--- config.mk ---
export PLATFORM = sky130hd
export DESIGN_NAME = lcd_sequencer
export DESIGN_NICKNAME = d
export VERILOG_FILES = /design/src/rtl/lcd_pkg.sv /design/src/rtl/lcd_cmd_fifo.sv /design/src/rtl/lcd_sequencer.sv
export SDC_FILE = /design/constraint.sdc
export NUM_CORES = 1
export LEC_CHECK = 0
export BUFFER_PORTS_ARGS = -buffer_cell sky130_fd_sc_hd__clkbuf_2
export CAP_MARGIN = 20
export CORE_MARGIN = 2
export CORE_UTILIZATION = 45
export CTS_CLUSTER_DIAMETER = 80
export DETAILED_ROUTE_END_ITERATION = 8
export PLACE_DENSITY = 0.65
export SYNTH_ARGS = -nofsm -noshare
export SYNTH_HDL_FRONTEND = slang
export SYNTH_SLANG_ARGS = --single-unit
export TNS_END_PERCENT = 20
--- constraint.sdc ---
create_clock -name clk -period 7.4 [get_ports clk]
set_input_delay 1.11 -clock clk [delete_from_list [all_inputs] [get_ports clk]]
set_output_delay 1.11 -clock clk [all_outputs]
set_load 0.01 [all_outputs]
--- src/rtl/lcd_pkg.sv ---
// Shared HD44780 command bytes, sequencer state encoding and the queued-write record
// for the LCD sequencer.
package lcd_pkg;

    localparam logic [7:0] LCD_CMD_FUNCSET = 8'h38;
    localparam logic [7:0] LCD_CMD_DISPON  = 8'h0C;
    localparam logic [7:0] LCD_CMD_ENTRY   = 8'h06;
    localparam logic [7:0] LCD_CMD_CLEAR   = 8'h01;
    localparam logic [7:0] LCD_CMD_HOME    = 8'h02;
    localparam logic [7:0] LCD_CMD_LINE1   = 8'h80;
    localparam logic [7:0] LCD_CMD_LINE2   = 8'hC0;

    typedef enum logic [2:0] {PWRUP, INIT, IDLE, ISSUE, WAIT, WRAP} lcd_state_t;

    typedef struct packed {
        logic       rs;
        logic [7:0] data;
    } lcd_wr_t;

    // Power-up command list, issued in index order.
    function automatic logic [7:0] init_cmd(input logic [1:0] idx);
        case (idx)
            2'd0:    return LCD_CMD_FUNCSET;
            2'd1:    return LCD_CMD_DISPON;
            2'd2:    return LCD_CMD_ENTRY;
            default: return LCD_CMD_CLEAR;
        endcase
    endfunction

endpackage

--- src/rtl/lcd_cmd_fifo.sv ---
// Synchronous FIFO of {rs,data} LCD writes; DEPTH must be a power of two so the
// pointers wrap on their own.
module lcd_cmd_fifo
    import lcd_pkg::*;
#(
    parameter int DEPTH = 8
) (
    input  logic    clk,
    input  logic    reset,
    input  logic    push,
    input  lcd_wr_t wdata,
    input  logic    pop,
    output lcd_wr_t rdata,
    output logic    full,
    output logic    empty
);
    localparam int AW = $clog2(DEPTH);

    lcd_wr_t        r_mem [DEPTH];
    logic [AW-1:0]  r_wptr;
    logic [AW-1:0]  r_rptr;
    logic [AW:0]    r_cnt;
    logic           w_push;
    logic           w_pop;

    assign full   = (r_cnt == (AW+1)'(DEPTH));
    assign empty  = (r_cnt == '0);
    assign w_push = push & ~full;
    assign w_pop  = pop & ~empty;
    assign rdata  = r_mem[r_rptr];

    always_ff @(posedge clk) begin
        if (w_push)
            r_mem[r_wptr] <= wdata;
    end

    always_ff @(posedge clk) begin
        if (reset) begin
            r_wptr <= '0;
            r_rptr <= '0;
            r_cnt  <= '0;
        end else begin
            if (w_push) r_wptr <= r_wptr + 1'b1;
            if (w_pop)  r_rptr <= r_rptr + 1'b1;
            case ({w_push, w_pop})
                2'b10:   r_cnt <= r_cnt + 1'b1;
                2'b01:   r_cnt <= r_cnt - 1'b1;
                default: r_cnt <= r_cnt;
            endcase
        end
    end

endmodule

--- src/rtl/lcd_sequencer.sv ---
// HD44780 power-up/init sequencer and write-queue drainer for the LCD driver.
// Define LCD_SEQ_AUTOWRAP_EN to track the cursor and auto-insert line-address commands.
module lcd_sequencer
    import lcd_pkg::*;
#(
    parameter int FIFO_DEPTH     = 8,
    parameter int COLS           = 16,
    parameter int POWERUP_CYCLES = 750_000
) (
    input  logic        clk,
    input  logic        reset,
    input  logic        wr_valid,
    output logic        wr_ready,
    input  logic        wr_rs,
    input  logic [7:0]  wr_data,
    output logic        drv_start,
    output logic [31:0] drv_dataa,
    output logic [31:0] drv_datab,
    input  logic        drv_done,
    output logic        init_done,
    output logic        busy
);
    localparam int CW = $clog2(POWERUP_CYCLES + 1);

    lcd_state_t     r_state;
    logic [CW-1:0]  r_pwr_cnt;
    logic [1:0]     r_init_idx;
    logic           r_start;
    logic           r_rs;
    logic [7:0]     r_byte;
    logic           r_init_done;

    lcd_wr_t        w_wr;
    lcd_wr_t        w_head;
    logic           w_full;
    logic           w_empty;
    logic           w_push;
    logic           w_pop;

`ifdef LCD_SEQ_AUTOWRAP_EN
    localparam int COLW = ($clog2(COLS + 1) > 4) ? $clog2(COLS + 1) : 4;
    localparam logic [COLW-1:0] COLS_L = COLW'(COLS);

    logic [COLW-1:0] r_col;
    logic            r_line;
    logic [COLW-1:0] w_addr_col;

    assign w_addr_col = COLW'(r_byte[3:0]);
`endif

    assign w_wr      = '{rs: wr_rs, data: wr_data};
    assign wr_ready  = ~w_full & r_init_done;
    assign w_push    = wr_valid & wr_ready;
    assign w_pop     = (r_state == IDLE) & ~w_empty;
    assign drv_start = r_start;
    assign drv_dataa = {31'b0, r_rs};
    assign drv_datab = {24'b0, r_byte};
    assign init_done = r_init_done;
    assign busy      = ~w_empty | ((r_state != PWRUP) & (r_state != IDLE));

    lcd_cmd_fifo #(.DEPTH(FIFO_DEPTH)) u_fifo (
        .clk   (clk),
        .reset (reset),
        .push  (w_push),
        .wdata (w_wr),
        .pop   (w_pop),
        .rdata (w_head),
        .full  (w_full),
        .empty (w_empty)
    );

    always_ff @(posedge clk) begin
        if (reset) begin
            r_state     <= PWRUP;
            r_pwr_cnt   <= '0;
            r_init_idx  <= '0;
            r_start     <= 1'b0;
            r_rs        <= 1'b0;
            r_byte      <= '0;
            r_init_done <= 1'b0;
`ifdef LCD_SEQ_AUTOWRAP_EN
            r_col       <= '0;
            r_line      <= 1'b0;
`endif
        end else begin
            r_start <= 1'b0;
            case (r_state)
                PWRUP: begin
                    if (r_pwr_cnt == CW'(POWERUP_CYCLES - 1))
                        r_state <= INIT;
                    else
                        r_pwr_cnt <= r_pwr_cnt + 1'b1;
                end
                INIT: begin
                    r_start <= 1'b1;
                    r_rs    <= 1'b0;
                    r_byte  <= init_cmd(r_init_idx);
                    r_state <= ISSUE;
                end
                IDLE: begin
                    if (!w_empty) begin
                        r_start <= 1'b1;
                        r_rs    <= w_head.rs;
                        r_byte  <= w_head.data;
                        r_state <= ISSUE;
                    end
                end
                // dataa/datab stay in r_rs/r_byte until the done pulse
                ISSUE: r_state <= WAIT;
                WAIT: begin
                    if (drv_done) begin
                        if (!r_init_done) begin
                            r_init_idx <= r_init_idx + 1'b1;
                            if (r_init_idx == 2'd3) begin
                                r_init_done <= 1'b1;
                                r_state     <= IDLE;
                            end else begin
                                r_state <= INIT;
                            end
                        end else begin
                            r_state <= IDLE;
                        end
`ifdef LCD_SEQ_AUTOWRAP_EN
                        if (r_rs) begin
                            r_col <= r_col + 1'b1;
                            if (r_col + 1'b1 == COLS_L)
                                r_state <= WRAP;
                        end else if (r_byte == LCD_CMD_CLEAR || r_byte == LCD_CMD_HOME) begin
                            r_col  <= '0;
                            r_line <= 1'b0;
                        end else if (r_byte[7]) begin
                            r_line <= r_byte[6];
                            r_col  <= (w_addr_col >= COLS_L) ? COLS_L - 1'b1 : w_addr_col;
                        end
`endif
                    end
                end
`ifdef LCD_SEQ_AUTOWRAP_EN
                // The address command's own done resets col and flips line.
                WRAP: begin
                    r_start <= 1'b1;
                    r_rs    <= 1'b0;
                    r_byte  <= r_line ? LCD_CMD_LINE1 : LCD_CMD_LINE2;
                    r_state <= ISSUE;
                end
`endif
                default: r_state <= PWRUP;
            endcase
        end
    end

endmodule
## Yosys cells after proc, flatten, opt, wreduce, memory -nomap -nowiden

Memories as Yosys holds them, arrays and structs flattened. A register that Yosys moved wholly into a read port is not among the register bits.
Index checks and enable logic that the tools add are counted.

| storage, ports and cells | value |
|---|---|
| flip-flop bits (word level) | 46 |
| memories | 1 |
| bits in writable memories | 72 |

| operators by class | value |
|---|---|
| bitwise operators | 11 |
| equal/unequal tests | 15 |
| $add $sub $neg | 6 |
| multiplexer cells | 20 |
| reductions and logical operators | 11 |

Memory list:

| memory | words | width | rd ports | clocked after memory_dff | wr ports | line | RTL |
|---|---|---|---|---|---|---|---|
| u_fifo.r_mem | 8 | 9 | 1 | 1 | 1 | lcd_cmd_fifo.sv:19 | `lcd_wr_t r_mem [DEPTH];` |

Operator list:

| cell | number |
|---|---|
| adder 20 x 1 -> 20 bit, second input constant | 1 |
| == test 20 bit, second input constant | 1 |
| two-way mux 3 bit | 6 |
| case mux 6 bit (3 select lines) | 1 |
| case mux 8 bit (2 select lines) | 1 |
| case mux 3 bit (5 select lines) | 1 |
| two-way mux 8 bit | 1 |
| case mux 4 bit (2 select lines) | 1 |
| adder 3 x 1 -> 3 bit, second input constant | 2 |
| bitwise AND 1 bit | 6 |
| == test 2 bit, second input constant | 3 |
| == test 3 x 2 -> 1 bit, second input constant | 2 |
| two-way mux 1 bit | 6 |
| != test 2 bit, second input constant | 3 |
| AND reduction 2 bit | 3 |
| AND reduction 3 bit | 2 |
| adder 4 x 1 -> 4 bit, second input constant | 1 |
| == test 2 x 1 -> 1 bit, second input constant | 2 |
| == test 4 bit, second input constant | 1 |
| zero test 4 bit | 1 |
| inverter 1 bit | 4 |
| case mux 1 bit (2 select lines) | 2 |
| nonzero test 2 bit | 2 |
| subtractor 4 x 1 -> 4 bit, second input constant | 1 |
| 9 further kinds | 9 |

## Depth between registers and ports, before layout

Gate-level depths: netlist of run 1.

| depth | value |
|---|---|
| word-level depth | 7 |
| depth in mapped cells | 11 |
| mapped depth without buffers | 10 |

## Hierarchy

From an unflattened synthesis of run 1, not the netlist that was laid out.

| second synthesis, totals | value |
|---|---|
| cell total of the unflattened synthesis | 444 |
| area total of the unflattened synthesis | 5,699.2 sq um |

By module, submodules not included:

| module | instances | cells an instance | seq. area each (sq um) | area an instance (sq um) |
|---|---|---|---|---|
| lcd_cmd_fifo | 1 | 178 | 2,422.3 | 3,478.3 |
| lcd_sequencer | 1 | 266 | 720.7 | 2,220.9 |

## Least setup slack after synthesis of run 1

No wires, ideal clock.

| timing path | value |
|---|---|
| path kind | flip-flop to flip-flop |
| start point | register r_state[1] |
| end point | register u_fifo.r_cnt[2] |
| buffers on the path | 2 |
| stages on the path, launching flop included | 12 |
| setup slack | 4.748 ns |
| arrival | 2.582 ns |
| period minus slack after synthesis | 2.652 ns |
| required time | 7.330 ns |
| cells stage by stage | dfxtp_1 buf_2 or3b_2 clkbuf_1 nor2_1 ha_1 xor2_1 ha_1 a21oi_1 xor2_1 or3_1 a21oi_1 |

| on the way | value |
|---|---|
| word-level cells in the longest chain between the ends | 5 |

RTL lines:

| what | line | RTL |
|---|---|---|
| start, declared | lcd_sequencer.sv:25 | `lcd_state_t r_state;` |
| start signal, assigned | lcd_sequencer.sv:74 | `r_state <= PWRUP;` |
| start signal, assigned | lcd_sequencer.sv:90 | `r_state <= INIT;` |
| start signal, assigned | lcd_sequencer.sv:98 | `r_state <= ISSUE;` |
| == test 3 x 2 -> 1 bit (*) | lcd_sequencer.sv:54 | `assign w_pop = (r_state == IDLE) & ~w_empty;` |
| bitwise AND 1 bit (*) | lcd_sequencer.sv:54 |  |
| bitwise AND 1 bit (*) | lcd_cmd_fifo.sv:29 | `assign w_pop = pop & ~empty;` |
| == test 2 x 1 -> 1 bit or == test 2 bit (tied branches) | lcd_cmd_fifo.sv:45 | `case ({w_push, w_pop})` |
| case mux 4 bit (2 select lines) or nonzero test 2 bit (tied branches) | -- |  |
| end signal, assigned | lcd_cmd_fifo.sv:46 | `2'b10: r_cnt <= r_cnt + 1'b1;` |
| end signal, assigned | lcd_cmd_fifo.sv:47 | `2'b01: r_cnt <= r_cnt - 1'b1;` |
| end signal, assigned | lcd_cmd_fifo.sv:48 | `default: r_cnt <= r_cnt;` |
| end, declared | lcd_cmd_fifo.sv:22 | `logic [AW:0] r_cnt;` |

Mark *: on every way between the ends. The rest lies on a longest branch, timed or not.
A chain may end at the register's enable or synchronous reset.

## Worst setup path in the final report of run 1

| timing path | value |
|---|---|
| start point | register u_fifo.r_cnt[1] |
| end point | output busy |

| on the way | value |
|---|---|
| word-level cells in the longest chain between the ends | 3 |

RTL lines:

| what | line | RTL |
|---|---|---|
| zero test 4 bit | lcd_cmd_fifo.sv:27 | `assign empty = (r_cnt == '0);` |
| inverter 1 bit | lcd_sequencer.sv:59 | `assign busy = ~w_empty \| ((r_state != PWRUP) & (r_state != IDLE));` |
| OR 1 bit | lcd_sequencer.sv:59 |  |
| end, declared | lcd_sequencer.sv:21 | `output logic busy` |

Every way passes these cells.

==> results of run 1 <==
[kinds of logic (layout without fill, tap and decap cells)]
family                   count (synthesis)  count (layout)  share of synthesized area
AND/OR/NAND/NOR                        132             132                     0.1246
flip-flops                             121             121                     0.5710
buffers and inverters                   81              65                    0.09570
AO/OA/AOI/OAI                           56              56                    0.06866
multiplexers                            38              38                    0.08797
XOR/XNOR                                18              18                    0.02864
adder cells (fa/ha/maj)                 10              10                    0.02273
other                                    1              55                  0.0006813
[worst register-to-register path: cells and delay by family (launching register included)]
kind | cells | cell delay, ns
AOI/OAI and AO/OA | 2 | 0.20
xor gates and xnor gates | 2 | 0.33
adders and majority gates | 2 | 0.53
DFF | 1 | 0.46
and+or+nand+nor | 3 | 1.26
[where the power goes]
group	internal (mW)	switching, mW	total (mW)
logic	0.0342	0.0723	0.106
clock network	0.598	0.306	0.904
registers	0.728	0.0150	0.743
total	1.36	0.393	1.75
[layer usage]
layer | vias up | global-route usage | wire length [µm]
met3 | 12 | 0.05770 | 566
met2 | 94 | 0.2655 | 5121
met1 | 1643 | 0.2061 | 4598
li1 | 1606 | - | -
met5 | - | 0 | 0
met4 | 0 | 0.06748 | 129
[registers in the layout, summed over array words and instances, names as in the netlist, named ones only]
signal / count
u_fifo.r_mem: 72
r_pwr_cnt: 20
r_byte: 8
u_fifo.r_cnt: 4
r_state: 3
u_fifo.r_rptr: 3
u_fifo.r_wptr: 3
r_init_idx: 2
drv_start: 1
init_done: 1
r_rs: 1
[layout by cell type, fill, tap and decap left out, types with 7 or more instances in the layout]
| master | instances |
|---|---|
| nand3_1 | 14 |
| dfxtp_1 | 49 |
| xor2_1 | 14 |
| ha_1 | 10 |
| nor2_1 | 45 |
| nor4_1 | 7 |
| edfxtp_1 | 72 |
| clkbuf_2 | 25 |
| clkbuf_16 | 17 |
| a22oi_1 | 10 |
| o21ai_0 | 7 |
| mux4_2 | 8 |
| conb_1 | 55 |
| a21oi_1 | 14 |
| nand2_1 | 22 |
| mux2i_1 | 27 |
[layout make-up]
class	count	area share
Clock buffer	17	0.06880
Sequential cell	121	0.5083
Inverter	5	0.003035
Multi-Input combinational cell	309	0.3294
Clock inverter	14	0.03561
Tap cell	147	0.02974
Timing Repair Buffer	29	0.02509
[how the worst min path moves through the flow]
stage | endpoint | slack, ns | depth (start not counted)
2_1_floorplan | r_rs | 0.43 | 2
3_3_place_gp | r_pwr_cnt[14] | 0.47 | 2
3_5_place_dp | r_pwr_cnt[14] | 0.48 | 2
4_1_cts | r_pwr_cnt[14] | 0.49 | 2
5_1_grt | r_pwr_cnt[14] | 0.52 | 2
6_report | r_pwr_cnt[14] | 0.49 | 2
==> summary.md, run 1 <==
| Metric | Value |
|---|---|
| Sequential cell area | `0.003143 mm²` |
| Starting DRT DRC Count | `315` |
| Post-Syn Area | `0.005504 mm²` |
| Non-Filler Instances | `642` |
| Root Driver | `clkbuf_16` |
| Final wirelength | `10420 µm` |
| Status | `finished, final reports clean` |
| Die Span X | `114.6 µm` |
| Cts bufs inserted | `17` |
| Final setup margin | `4.470 ns` |
| CP Data Arrival Time | `1.82 ns` |
| Port bufs | `25` |
| Yosys warnings | `0` |
| Post-synth top cells | `edfxtp_1, buf_4, dfxtp_1, nor2_1, mux2i_1` |
| Crit end category | `output pin` |
| Multi-input logic area | `0.002037 mm²` |
| Vias in the first global route | `3142` |
| Post-synth top area cell | `edfxtp_1` |
| Flop and latch count out of synthesis | `121` |
| Most frequent cell after synthesis | `edfxtp_1` |
| Synth-to-layout area growth | `12.34%` |
| Worst R2R Setup Slack | `4.55 ns` |
| Synth top area cells | `edfxtp_1, dfxtp_1, buf_4, mux2i_1, mux4_2` |
| RSZ-0062 raised after global routing | `false` |
| Tcrit/Tclk final | `0.3960` |
| Crit path to | `busy` |
| Clock buffer depth | `2` |
| Slew @ Worst Pin | `1.024 ns` |
| Synth top area share | `0.3928` |
| Crit. Startpoint | `u_fifo.r_cnt[1]` |
| Core area | `0.01196 mm²` |
| Fin nets | `506` |
| Register area share after synthesis | `0.5710` |
| Initial antenna violation count | `0` |
| Worst r2r src | `r_state[1]` |
| Placed cell count | `611` |
| WHS | `0.4869 ns` |
| Post-synth EDFFs | `72` |
| Bufs and invs on worst path | `1` |
| Rows | `40` |
| Setup TNS | `0 ns` |
| CTS tree | `yes` |
| Synth Instances | `457` |
| F_max | `0.3413 GHz` |
| Levels on crit path | `3` |
| Maximum VDD drop | `0.0001838 V` |
| Routed Antenna Nets | `0` |
| Netlist cell types | `55` |
| Crit Path Class | `reg2out` |
| Reg2reg end | `u_fifo.r_cnt[2]` |
| Detailed Place HPWL | `6761 µm` |
| GR Util All Layers | `0.1661` |
| Global placement routability congestion | `0.8233` |
| Layout Utilization | `0.5169` |
| PostCTS Resize Cnt | `0` |
| Power Density | `283.5 mW/mm²` |
| Placement Cell Area | `0.005538 mm²` |
| Hold crit path type | `reg2reg` |
| Global-route wire length before repair | `16100 µm` |
| Asr flop ratio synth | `0` |
| Die ar. | `0.01313 mm²` |
| GRT Residual Overflow | `0` |
| Reg clk slew, reported paths | `0.05 ns` |
| Slew margin rel. | `0.3150` |
| Skew final | `0.006825 ns` |
| Setup slack at placement | `4.554 ns` |
| Final hold violation count | `0` |
| Via count | `3355` |
| Postcts setup bufs | `0` |
| Main synth FF type | `edfxtp_1` |
| Cell family with most CP delay | `simple AND/OR/NAND/NOR gates` |
| Overall Power | `1.753 mW` |
| Die height | `114.6 µm` |
| Avg Inst Size Synth | `12.04 µm²` |
| Minimum clock period | `2.930 ns` |
| Diodes inserted | `0` |
| Initial core utilization | `0.4601` |
| CTS H-tree depth | `4` |
| CP Launch Type | `register` |
| Design area | `0.006183 mm²` |
| Worst skew pair latency | `0.41 ns` |
| Crit-path cells | `nor4_1 -> nand2_1 -> clkbuf_2` |
| Final setup violation count | `0` |
| Crit path max fanout | `7` |
| DRC viols | `0` |
| Sink Count | `121` |
| First drt pass iteration count | `4` |
| Max-slew violation count | `0` |
| Hold Path Origin | `r_pwr_cnt[14]` |
| CP peak stage delay | `0.68 ns` |
| Worst path slowest cell | `nor4_1` |
| Hold Buf Count CTS | `0` |
| Critical Path RT | `6.29 ns` |
| Max_cap viols | `0` |
| Ratio of cells with drive above 1 in the final layout | `0.1616` |
| Worst R2R Path Depth | `9` |
| Fillers | `1025` |
| WL per Instance | `16.22 µm` |
| Vias per cell | `5.226` |
| Largest net degree at the start of global routing | `49` |
| Ports | `81` |
| Leakage power | `2.179 nW` |
Power figures use the tool's default switching activity.
==> run 2, diff against run 1 <==
ABC_AREA = 1   (was unset)
PLACE_DENSITY = unset   (was 0.65)
clock period = 3 ns   (was 7.4 ns; I/O delays follow)
==> summary.md, run 2 <==
| Metric | Value |
|---|---|
| Final setup violation count | `0 (unchanged)` |
| RSZ-0062 raised after global routing | `false (unchanged)` |
| Hold crit path type | `in2reg (was reg2reg)` |
| Crit Path Class | `reg2reg (was reg2out)` |
| Reg clk slew, reported paths | `0.06 ns (was 0.05 ns)` |
| Max-slew violation count | `0 (unchanged)` |
| Post-synth EDFFs | `72 (unchanged)` |
| Post-Syn Area | `0.005857 mm² (was 0.005504 mm²)` |
| Global-route wire length before repair | `20510 µm (was 16100 µm)` |
| Non-Filler Instances | `845 (was 642)` |
| Skew final | `0.008549 ns (was 0.006825 ns)` |
| Avg Inst Size Synth | `9.238 µm² (was 12.04 µm²)` |
| Register area share after synthesis | `0.5366 (was 0.5710)` |
| Critical Path RT | `3.31 ns (was 6.29 ns)` |
| Starting DRT DRC Count | `379 (was 315)` |
| Hold Path Origin | `drv_done (was r_pwr_cnt[14])` |
| Vias in the first global route | `3868 (was 3142)` |
| Synth top area share | `0.3692 (was 0.3928)` |
| Leakage power | `2.443 nW (was 2.179 nW)` |
| Slew margin rel. | `0.4208 (was 0.3150)` |
| Rows | `41 (was 40)` |
| Root Driver | `clkbuf_16 (unchanged)` |
| CTS tree | `yes (unchanged)` |
| Vias per cell | `5.004 (was 5.226)` |
| Ports | `81 (unchanged)` |
| CP peak stage delay | `0.33 ns (was 0.68 ns)` |
| Port bufs | `25 (unchanged)` |
| Worst skew pair latency | `0.42 ns (was 0.41 ns)` |
| Die Span X | `118.1 µm (was 114.6 µm)` |
| Worst r2r src | `r_state[2] (was r_state[1])` |
| Worst path slowest cell | `dfxtp_1 (was nor4_1)` |
| Crit-path cells | `nor2_1 -> nand2_2 -> inv_2 -> o21ai_2 -> inv_2 -> ha_1 -> xor2_1 -> ha_1 -> a21oi_1 -> xnor2_1 -> o21ai_0 -> inv_1 (was nor4_1 -> nand2_1 -> clkbuf_2)` |
| Commonest non-fill, non-tap cell in the layout | `nor2_1 (was edfxtp_1)` |
| Post-synth top cells | `nor2_1, nand2_1, edfxtp_1, buf_4, o21ai_0 (was edfxtp_1, buf_4, dfxtp_1, nor2_1, mux2i_1)` |
| Initial antenna violation count | `0 (unchanged)` |
| Final wirelength | `12830 µm (was 10420 µm)` |
| PostCTS Resize Cnt | `0 (unchanged)` |
| Initial core utilization | `0.4622 (was 0.4601)` |
| Die ar. | `0.01394 mm² (was 0.01313 mm²)` |
| Synth top area cells | `edfxtp_1, dfxtp_1, buf_4, nor2_1, nand2_1 (was edfxtp_1, dfxtp_1, buf_4, mux2i_1, mux4_2)` |
| Sink Count | `121 (unchanged)` |
| GR Util All Layers | `0.1917 (was 0.1661)` |
| Maximum VDD drop | `0.0004876 V (was 0.0001838 V)` |
| DRC viols | `0 (unchanged)` |
| Max reg flops | `72 (unchanged)` |
| Cell family with most CP delay | `adder cells (was simple AND/OR/NAND/NOR gates)` |
| CP Launch Type | `register (unchanged)` |
| Power Density | `684.4 mW/mm² (was 283.5 mW/mm²)` |
| Placed cell count | `813 (was 611)` |
| Flop and latch count out of synthesis | `121 (unchanged)` |
| Ratio of cells with drive above 1 in the final layout | `0.1397 (was 0.1616)` |
| Crit end category | `register (was output pin)` |
| Final hold violation count | `0 (unchanged)` |
| GRT Residual Overflow | `0 (unchanged)` |
| Synth Instances | `634 (was 457)` |
| Top Registers | `u_fifo.r_mem (72), r_pwr_cnt (20), r_byte (8) (unchanged)` |
| Most frequent cell after synthesis | `nor2_1 (was edfxtp_1)` |
| Crit. Startpoint | `r_state[2] (was u_fifo.r_cnt[1])` |
| Detailed Place HPWL | `8817 µm (was 6761 µm)` |
| Asr flop ratio synth | `0 (unchanged)` |
| Setup TNS | `0 ns (unchanged)` |
| Cts bufs inserted | `17 (unchanged)` |
| Core area | `0.01267 mm² (was 0.01196 mm²)` |
| Yosys warnings | `0 (unchanged)` |
| Post-synth top area cell | `edfxtp_1 (unchanged)` |
| CP Data Arrival Time | `2.62 ns (was 1.82 ns)` |
| F_max | `0.4334 GHz` |
| Minimum clock period | `2.307 ns` |
| Clock buffer depth | `2 (unchanged)` |
| Routed Antenna Nets | `0 (unchanged)` |
| Layout Utilization | `0.5141 (was 0.5169)` |
| Netlist cell types | `36 (was 55)` |
| Tcrit/Tclk final | `0.7691` |
| Status | `finished, final reports clean (unchanged)` |
| Hold Buf Count CTS | `0 (unchanged)` |
| Crit path max fanout | `11 (was 7)` |
| Bufs and invs on worst path | `3 (was 1)` |
| First drt pass iteration count | `5 (was 4)` |
| Fin nets | `683 (was 506)` |
| Biggest register | `u_fifo.r_mem (unchanged)` |
| Main synth FF type | `edfxtp_1 (unchanged)` |
| Die height | `118.1 µm (was 114.6 µm)` |
| Diodes inserted | `0 (unchanged)` |
| Postcts setup bufs | `0 (unchanged)` |
| Max_cap viols | `0 (unchanged)` |
| Most frequent cells in the layout | `nor2_1, nand2_1, edfxtp_1, o21ai_0, conb_1 (was edfxtp_1, conb_1, dfxtp_1, nor2_1, mux2i_1)` |
| CTS H-tree depth | `4 (unchanged)` |
| Largest net degree at the start of global routing | `37 (was 49)` |
| WL per Instance | `15.18 µm (was 16.22 µm)` |
| Via count | `4228 (was 3355)` |
| Slew @ Worst Pin | `0.8676 ns (was 1.024 ns)` |
| Global placement routability congestion | `0.8738 (was 0.8233)` |
| Synth-to-layout area growth | `11.22% (was 12.34%)` |
[run 2: cell count changes after synthesis, moves of 8 or more]
cell and delta:
a22oi_1 -10, mux4_2 -8, o21ai_0 +47, mux2i_1 -27, a21oi_1 +13, a21oi_2 +14, inv_1 +25, nand2_1 +79
o211ai_1 +17, nor2_1 +68
[run 2: worst min-delay path, cell delays in order]
cell      delay [ns]
clkbuf_2        0.10
nand2_1         0.06
a211oi_1        0.06
[run 2: layout make-up]
class                           count  area (µm²)
Timing Repair Buffer               28       147.6
Clock inverter                     11       117.6
Tap cell                          172       215.2
Sequential cell                   121        3143
Fill cell                        1174        6157
Clock buffer                       21       514.2
Multi-Input combinational cell    456        2238
Inverter                           36       137.6
[run 2: logic make-up after synthesis]
family | Yosys count | share of synthesized area
compound gates | 117 | 0.1179
xor+xnor | 16 | 0.02393
fa+ha+maj | 10 | 0.02136
buf+inv | 111 | 0.1158
flops | 121 | 0.5366
other cells | 1 | 0.0006403
simple gates | 258 | 0.1837
[run 2: worst paths after layout]
kind	endpoint	slack, ns	cells after the start
max	u_fifo.r_cnt[2]	0.69	12
min	init_done	0.30	3
max reg2reg	u_fifo.r_cnt[2]	0.69	12
min reg2reg	r_byte[7]	0.47	2
[run 2: stage by stage]
step | instance area [µm²] | power, mW | setup WS [ns] | hold slack [ns]
6_report | 6514 | 4.458 | 0.6927 | 0.2982
5_1_grt | 6514 | 4.644 | 0.4658 | 0.3030
4_1_cts | 6514 | 4.491 | 0.6877 | 0.2896
3_5_place_dp | 5882 | 2.369 | 0.7062 | 0.4566
3_3_place_gp | 5882 | 2.356 | 0.8254 | 0.4545
2_1_floorplan | 6060 | 2.340 | 0.9280 | 0.4334
[run 2: report_power, final]
| part | leakage (nW) | total (mW) | internal (mW) | switching [mW] |
|---|---|---|---|---|
| clock | 0.305 | 2.13 | 1.33 | 0.795 |
| combinational | 1.09 | 0.464 | 0.121 | 0.343 |
| sequential | 1.04 | 1.87 | 1.81 | 0.0546 |
[run 2: layer usage]
layer	vias to the layer above	share of wire	wire length [µm]	track usage
met5	-	0	0	0
met4	0	0.016	199	0.06928
met3	17	0.042	534	0.04845
met2	117	0.49	6235	0.3067
met1	2024	0.46	5856	0.2517
li1	2070	-	-	-
==> run 3, diff against run 2 <==
clock period = 2.4 ns   (was 3 ns; I/O delays follow)
==> summary.md, run 3 (synthesis results as in run 2) <==
| Metric | Value |
|---|---|
| Starting DRT DRC Count | `360 (was 379)` |
| Final hold violation count | `0 (unchanged)` |
| Ratio of cells with drive above 1 in the final layout | `0.1579 (was 0.1397)` |
| Commonest non-fill, non-tap cell in the layout | `nor2_1 (unchanged)` |
| Worst r2r src | `u_fifo.r_cnt[1] (was r_state[2])` |
| Slew margin rel. | `0.6146 (was 0.4208)` |
| WL met2 | `5866 µm (was 6235 µm)` |
| Maximum VDD drop | `0.0008239 V (was 0.0004876 V)` |
| Postcts setup bufs | `0 (unchanged)` |
| Reg clk slew, reported paths | `0.06 ns (about the same)` |
| Largest net degree at the start of global routing | `37 (unchanged)` |
| Status | `finished, final reports clean (unchanged)` |
| Layout Utilization | `0.5205 (was 0.5141)` |
| Detailed Place HPWL | `7992 µm (was 8817 µm)` |
| Min-Delay Endpoint | `init_done (unchanged)` |
| CP Data Arrival Time | `2.59 ns (was 2.62 ns)` |
| Most frequent cells in the layout | `nor2_1, nand2_1, edfxtp_1, o21ai_0, conb_1 (unchanged)` |
| Tcrit/Tclk final | `0.9534 (was 0.7691)` |
| Global-route wire length before repair | `19670 µm (was 20510 µm)` |
| Port bufs | `25 (unchanged)` |
| Die Span X | `118.1 µm (unchanged)` |
| Diodes inserted | `0 (unchanged)` |
| Skew final | `0.009113 ns (was 0.008549 ns)` |
| Max reg flops | `72 (unchanged)` |
| WHS | `0.2028 ns (was 0.2982 ns)` |
| CP Launch Type | `register (unchanged)` |
| First drt pass iteration count | `6 (was 5)` |
| Via count | `4212 (was 4228)` |
| Hold Path Origin | `drv_done (unchanged)` |
| Final wirelength | `12200 µm (was 12830 µm)` |
| Die height | `118.1 µm (unchanged)` |
| Reg2reg end | `u_fifo.r_cnt[2] (unchanged)` |
| Max-slew violation count | `0 (unchanged)` |
| WL met1 | `5511 µm (was 5856 µm)` |
| Power Density | `833.9 mW/mm² (was 684.4 mW/mm²)` |
| Routed Antenna Nets | `0 (unchanged)` |
| CTS H-tree depth | `4 (unchanged)` |
| Crit path max fanout | `5 (was 11)` |
| Overall Power | `5.500 mW (was 4.458 mW)` |
| Global placement routability congestion | `0.8630 (was 0.8738)` |
| Leakage power | `2.490 nW (was 2.443 nW)` |
| DR top layer | `met4 (unchanged)` |
| Worst R2R Setup Slack | `0.11 ns (was 0.69 ns)` |
| Vias per cell | `4.921 (was 5.004)` |
| Hold path depth | `3 (unchanged)` |
| Setup slack at placement | `0.06262 ns (was 0.7062 ns)` |
| Synth-to-layout area growth | `12.60% (was 11.22%)` |
| WL per Instance | `14.25 µm (was 15.18 µm)` |
| Cts bufs inserted | `17 (unchanged)` |
| Hold crit path type | `in2reg (unchanged)` |
| Biggest register | `u_fifo.r_mem (unchanged)` |
| Top Registers | `u_fifo.r_mem (72), r_pwr_cnt (20), r_byte (8) (unchanged)` |
| Critical Path RT | `2.70 ns (was 3.31 ns)` |
| F_max | `0.4370 GHz (was 0.4334 GHz)` |
| Rows | `41 (unchanged)` |
| Die ar. | `0.01394 mm² (unchanged)` |
| Initial core utilization | `0.4622 (unchanged)` |
| Slew @ Worst Pin | `0.5772 ns (was 0.8676 ns)` |
| Met3 wire length | `604 µm (was 534 µm)` |
| Max_cap viols | `0 (unchanged)` |
| Sink Count | `121 (unchanged)` |
| Root Driver | `clkbuf_16 (unchanged)` |
| DRC viols | `0 (unchanged)` |
| CTS tree | `yes (unchanged)` |
| Worst R2R Path Depth | `11 (was 12)` |
| Crit end category | `register (unchanged)` |
| Worst skew pair latency | `0.42 ns (about the same)` |
| GR Util All Layers | `0.1807 (was 0.1917)` |
| Final setup violation count | `0 (unchanged)` |
| Minimum clock period | `2.288 ns (was 2.307 ns)` |
| GRT Residual Overflow | `0 (unchanged)` |
| Fin nets | `694 (was 683)` |
| Vias in the first global route | `4035 (was 3868)` |
| Core area | `0.01267 mm² (unchanged)` |
| Final setup margin | `0.1119 ns (was 0.6927 ns)` |
| Crit Path Class | `reg2reg (unchanged)` |
| Initial antenna violation count | `0 (unchanged)` |
| Ports | `81 (unchanged)` |
| Clock buffer depth | `2 (unchanged)` |
==> run 3: changes by cell type in the layout (fill, tap and decap cells not counted), sizes merged <==
cell    delta
inv        -4
bufinv     +2
clkinv     +5
clkbuf     -3
buf       +11
==> run 3: where the power goes <==
group / leakage [nW] / switching [mW] / internal [mW] / total (mW)
combinational: 1.16 / 0.434 / 0.152 / 0.586
clock: 0.291 / 0.945 / 1.64 / 2.58
sequential: 1.04 / 0.0650 / 2.26 / 2.33
total: 2.49 / 1.44 / 4.05 / 5.50
==> run 3: layout make-up <==
type                    count  area (µm²)
fillers                  1123        6076
flip-flops and latches    121        3144
multi-input cells         456        2263
clock buffers              18       429.2
repair buffers             39       230.2
well taps                 172       215.2
clock inverters            14       172.7
inverters                  36       140.1
==> run 3: worst max path at each step <==
| stage | cells after the start | slack [ns] | end | from |
|---|---|---|---|---|
| finish | 11 | 0.11 | u_fifo.r_cnt[2] | u_fifo.r_cnt[1] |
| floorplan | 10 | 0.33 | u_fifo.r_cnt[2] | init_done |
| detailed placement | 12 | 0.06 | u_fifo.r_cnt[2] | r_state[2] |
| CTS | 12 | 0.05 | u_fifo.r_cnt[2] | r_state[2] |
| global route | 12 | -0.04 | u_fifo.r_cnt[2] | r_state[0] |
| global placement | 12 | 0.34 | u_fifo.r_cnt[2] | r_state[2] |
==> run 3: routing by layer <==
| layer | up-vias | global-route usage |
|---|---|---|
| li1 | 2092 | - |
| met1 | 1980 | 0.2264 |
| met2 | 124 | 0.2901 |
| met3 | 16 | 0.04990 |
| met4 | 0 | 0.08283 |
| met5 | - | 0 |
==> run 3: critical path: stages, from the launching register on <==
cell	delay (ns)
dfxtp_2	0.36
nor2_2	0.19
nand2_1	0.11
o21ai_2	0.25
inv_2	0.06
ha_1	0.25
xor2_2	0.18
ha_1	0.20
a21oi_1	0.17
xnor2_1	0.11
o21ai_0	0.23
inv_1	0.07
==> run 3: metrics by stage <==
| stage | TNS (ns) | cell area [µm²] | cells |
|---|---|---|---|
| floorplan | 0 | 6060 | 688 |
| global placement | 0 | 5964 | 824 |
| detailed placement | 0 | 5964 | 824 |
| CTS | 0 | 6566 | 856 |
| global route | -0.03670 | 6595 | 856 |
| finish | 0 | 6595 | 856 |
==> run 3: what timing repair did <==
action	4_1_cts	5_1_grt
hold buffers	0	0
gates resized for setup	0	6
hold endpoints to repair	0	0
endpoints found under the setup margin	0	1
